--- src/rtl/stream_mux_rr.sv ---
// Round-robin / fixed-priority CH:1 stream mux with a registered output stage (optional packet lock: STREAM_MUX_PKT_LOCK_EN).
// Latency: 1 cycle from input transfer to OUT_VALID; 1 beat per cycle while OUT_READY=1.
// Backpressure: IN_READY of the granted channel follows load_en (!OUT_VALID || OUT_READY); all others are 0.
module stream_mux_rr #(
    parameter int N  = 4,
    parameter int CH = 4,
    parameter int SW = $clog2(CH)
) (
    input  logic            CLK,
    input  logic            RST_N,
    input  logic            MODE,
    input  logic [CH*N-1:0] IN_DATA,
    input  logic [CH-1:0]   IN_VALID,
    output logic [CH-1:0]   IN_READY,
`ifdef STREAM_MUX_PKT_LOCK_EN
    input  logic [CH-1:0]   IN_LAST,
    output logic            OUT_LAST,
`endif
    output logic [N-1:0]    OUT_DATA,
    output logic            OUT_VALID,
    input  logic            OUT_READY,
    output logic [SW-1:0]   OUT_SEL
);

    logic [SW-1:0] ptr;
    logic [SW-1:0] ptr_nxt;
    logic [SW-1:0] fp_gnt;
    logic          fp_vld;
    logic [SW-1:0] rr_gnt;
    logic          rr_vld;
    logic [SW:0]   idx;
    logic [SW-1:0] gnt;
    logic          gnt_vld;
    logic          load_en;
    logic          xfer;
    logic [N-1:0]  gnt_dat;

    // Descending scans so the last write is the lowest index / smallest offset from ptr.
    always_comb begin
        fp_vld = 1'b0;
        fp_gnt = '0;
        for (int i = CH - 1; i >= 0; i--) begin
            if (IN_VALID[i]) begin
                fp_vld = 1'b1;
                fp_gnt = SW'(i);
            end
        end
    end

    always_comb begin
        rr_vld = 1'b0;
        rr_gnt = '0;
        idx    = '0;
        for (int i = CH - 1; i >= 0; i--) begin
            idx = {1'b0, ptr} + (SW+1)'(i);
            if (idx >= (SW+1)'(CH))
                idx = idx - (SW+1)'(CH);
            if (IN_VALID[idx[SW-1:0]]) begin
                rr_vld = 1'b1;
                rr_gnt = idx[SW-1:0];
            end
        end
    end

`ifdef STREAM_MUX_PKT_LOCK_EN
    logic          locked;
    logic [SW-1:0] lock_ch;

    always_comb begin
        if (locked) begin
            gnt_vld = IN_VALID[lock_ch];
            gnt     = lock_ch;
        end else begin
            gnt_vld = MODE ? fp_vld : rr_vld;
            gnt     = MODE ? fp_gnt : rr_gnt;
        end
    end

    always_ff @(posedge CLK or negedge RST_N) begin
        if (!RST_N) begin
            locked  <= 1'b0;
            lock_ch <= '0;
        end else if (xfer) begin
            locked  <= !IN_LAST[gnt];
            lock_ch <= gnt;
        end
    end
`else
    always_comb begin
        gnt_vld = MODE ? fp_vld : rr_vld;
        gnt     = MODE ? fp_gnt : rr_gnt;
    end
`endif

    assign load_en = !OUT_VALID || OUT_READY;
    assign xfer    = RST_N && gnt_vld && load_en;
    assign gnt_dat = IN_DATA[gnt*N +: N];
    assign ptr_nxt = (gnt == SW'(CH - 1)) ? '0 : gnt + 1'b1;

    always_comb begin
        IN_READY = '0;
        if (xfer)
            IN_READY[gnt] = 1'b1;
    end

    always_ff @(posedge CLK or negedge RST_N) begin
        if (!RST_N) begin
            OUT_DATA  <= '0;
            OUT_SEL   <= '0;
            OUT_VALID <= 1'b0;
`ifdef STREAM_MUX_PKT_LOCK_EN
            OUT_LAST  <= 1'b0;
`endif
        end else if (load_en) begin
            if (xfer) begin
                OUT_DATA  <= gnt_dat;
                OUT_SEL   <= gnt;
                OUT_VALID <= 1'b1;
`ifdef STREAM_MUX_PKT_LOCK_EN
                OUT_LAST  <= IN_LAST[gnt];
`endif
            end else begin
                OUT_VALID <= 1'b0;
            end
        end
    end

    // With packet lock the pointer only moves past a channel once its packet ends.
    always_ff @(posedge CLK or negedge RST_N) begin
        if (!RST_N) begin
            ptr <= '0;
        end else if (xfer) begin
`ifdef STREAM_MUX_PKT_LOCK_EN
            if (IN_LAST[gnt])
                ptr <= ptr_nxt;
`else
            ptr <= ptr_nxt;
`endif
        end
    end

endmodule

--- config.mk ---
export PLATFORM = sky130hd
export DESIGN_NAME = stream_mux_rr
export DESIGN_NICKNAME = d
export VERILOG_FILES = /design/src/rtl/stream_mux_rr.sv
export SDC_FILE = /design/constraint.sdc
export NUM_CORES = 1
export LEC_CHECK = 0
export BUFFER_PORTS_ARGS = -buffer_cell sky130_fd_sc_hd__buf_2
export CORE_AREA = 2 2 60 62
export DETAILED_ROUTE_END_ITERATION = 16
export DIE_AREA = 0 0 62 64
export PLACE_DENSITY = 0.48
export SYNTH_ARGS = -nofsm -noshare
export SYNTH_HDL_FRONTEND = slang
export SYNTH_SLANG_ARGS = --single-unit
--- constraint.sdc ---
create_clock -name CLK -period 6.2 [get_ports CLK]
set_input_delay 1.24 -clock CLK [delete_from_list [all_inputs] [get_ports CLK]]
set_output_delay 1.24 -clock CLK [all_outputs]
set_load 0.005 [all_outputs]
==> results.md <==
- WL/cell: 13.2 µm
- Clk sink count: 9
- # IOs: 35
- Pwr dens: 288 nW/µm²
- Vias in the first global route: 787
- Sequential fraction of the synthesis area: 0.287
- Rel. slew slack: 0.618
- Vias/cell: 4.94
- Final TNS setup: 0 ns
- FP Rows: 21
- Final setup fails: 0
- Worst path slowest cell: a32oi_2
- HP Class: flip-flop to flip-flop
- Critical path type: input pin to primary output
- CTS H-tree depth: 1
- Synth cell count leaders: and2_1, dfrtp_1, a221oi_1, o31ai_1, mux2_2
- Synth warnings: 0
- Post-synth cell types: 34
- CTS Buf Count: 3
- Final nets: 140
- Top_reg_cell synth: dfrtp_1
- Least-Margin Pin Slew: 0.570 ns
- Grt ovf: 0
- Largest stage delay, worst path: 0.40 ns
- LEAKAGE: 0.473 nW
- Period Utilization, post-route: 0.680
- # Max-Cap Violations: 0
- Drt pass-1 iters: 4
- Syn Inst Count: 81
- Synth Register Bits: 9
- CP top delay family: compound AO/OA/AOI/OAI gates
- Critical path required time: 4.96 ns
- Worst path most repeated cell: buf_2
- Die H: 64 µm
- Drt initial violations: 17
- Worst-path maximum fanout: 7
- Minimum clock period: 4.22 ns
- Status: finished, final reports clean
- Remaining DRCs: 0
- Die ar.: 3970 µm²
- Post-synthesis average cell area: 9.69 µm²
- Die W: 62 µm
- RSZ-0062 raised after global routing: false
- CTS tree: built
- Clock latency on the worst-skew pair: 0.26 ns
- EDFF count, synth: 0
- Post-Synthesis Cell Area: 785 µm²
- Total track usage: 0.118
- Post-DP HPWL: 1700 µm
- Vias: 790
- Pre-CTS WS: 2.00 ns
- # diodes: 0
- CP bufs+invs: 3
- CP arrival: 2.98 ns
- Fmax: 237 MHz
- Post-CTS Setup Inserts: 0
- GPL Wtd Cong: 0.764
- I/O Buffers: 34
- Post-synth ARST share: 1.00
- Fillers: 362
- CP cell instances: buf_2 > or2_2 > a21boi_0 > a32oi_2 > inv_1 > ha_1 > and2_1 > buf_2
- Initial antenna violation count: 0
- Initial Utilization: 0.239
- Area contributors post-synth: dfrtp_1, a221oi_1, o31ai_1
- Antenna Nets Post-Route: 0
- Max VDD drop: 0.0000812 V
- Area Growth Syn to Fin: 28.4%
- Crit end category: primary output
- Reg clk slew, reported paths: 0.06 ns
- Hold_buf cts: 0
- Synth area leader: dfrtp_1
- Layout cell share with drive strength beyond 1: 0.439
- Final Worst Setup Slack: 1.98 ns
- Max-slew violations: 0
- CTS Root Cell: clkbuf_4
- Core Box Area: 3280 µm²
- Post-Route WL: 2110 µm
- Clock buffer depth: 2
- First-pass GRT wire length: 3580 µm
- Post-CTS Resized: 0
- Final Hold Fails: 0
- Worst Clk Skew: 0.00608 ns
- Startpoint Class: input pin
- Syn nets: 106
- Post-synth top area share: 0.287
- Largest net degree at the start of global routing: 15
==> flip-flops by register name, indices dropped and copies added, names as in the netlist <==
| signal | count |
|---|---|
| OUT_DATA | 4 |
| ptr | 2 |
| OUT_SEL | 2 |
| OUT_VALID | 1 |
==> final cells by class <==
type / count / area (µm²) / area share
multi-input cells: 63 / 513 / 0.509
flip-flops and latches: 9 / 225 / 0.224
repair buffers: 34 / 170 / 0.169
well taps: 46 / 57.6 / 0.0571
clock buffers: 4 / 26.3 / 0.0261
inverters: 4 / 15.0 / 0.0149
==> layout by cell type, fill, tap and decap left out, types with 2 or more instances in the layout <==
master    instances
nand2b_1          2
a221oi_1          8
and2_1            9
nor2_1            4
buf_2            34
o21bai_1          2
mux2_2            5
o31ai_1           8
dfrtp_1           9
inv_1             4
nor2b_1           2
nor3_1            2
clkbuf_4          3
==> through the flow <==
stage	power, mW	utilization	std cells	hold WS (ns)	area (µm²)
CTS	0.293	0.307	160	0.516	1010
floorplan	0.206	-	81	0.493	785
detailed placement	0.246	0.299	156	0.499	981
finish	0.290	0.307	160	0.509	1010
global route	0.315	0.307	160	0.541	1010
global placement	0.244	0.299	156	0.496	981
==> worst reg2reg max path: cells and delay by family (launching register included) <==
family          cells  cell delay (ns)
mux                 2             0.65
flops               1             0.51
compound gates      2             0.44
fa+ha+maj           1             0.27
buf+inv             1             0.23
==> where the power goes <==
group / internal, mW / switching, mW
clock network: 0.0248 / 0.0207
registers: 0.0810 / 0.0250
logic: 0.0715 / 0.0668
total: 0.177 / 0.113
==> cells by family (layout without fill, tap and decap cells) <==
group / Yosys count / in the layout / synth area share
AOI/OAI and AO/OA: 29 / 29 / 0.325
and+or+nand+nor: 26 / 26 / 0.199
DFF: 9 / 9 / 0.287
buffers and inverters: 9 / 42 / 0.0590
muxes: 7 / 7 / 0.113
adders and majority gates: 1 / 1 / 0.0159
==> layer usage <==
layer,routed length [µm],global-route usage
met1,940,0.150
met4,38,0.0559
met5,0,0
met2,1020,0.190
met3,111,0.0182
==> worst paths after layout <==
| path | from | endpoint | slack (ns) | cells past startpoint |
|---|---|---|---|---|
| hold reg to reg | OUT_SEL[0]$_DFFE_PN0P_ | OUT_SEL[0]$_DFFE_PN0P_ | 0.51 | 1 |
| hold / removal | OUT_SEL[0]$_DFFE_PN0P_ | OUT_SEL[0]$_DFFE_PN0P_ | 0.51 | 1 |
| setup reg to reg | ptr[0]$_DFFE_PN0P_ | ptr[1]$_DFFE_PN0P_ | 3.99 | 6 |
| min in group asynchronous | RST_N | OUT_DATA[3]$_DFFE_PN0P_ | 0.83 | 1 |
| max in group asynchronous | RST_N | ptr[1]$_DFFE_PN0P_ | 5.16 | 1 |
| setup / recovery | IN_VALID[2] | IN_READY[3] | 1.98 | 8 |
(Power assumes the default switching activity.)
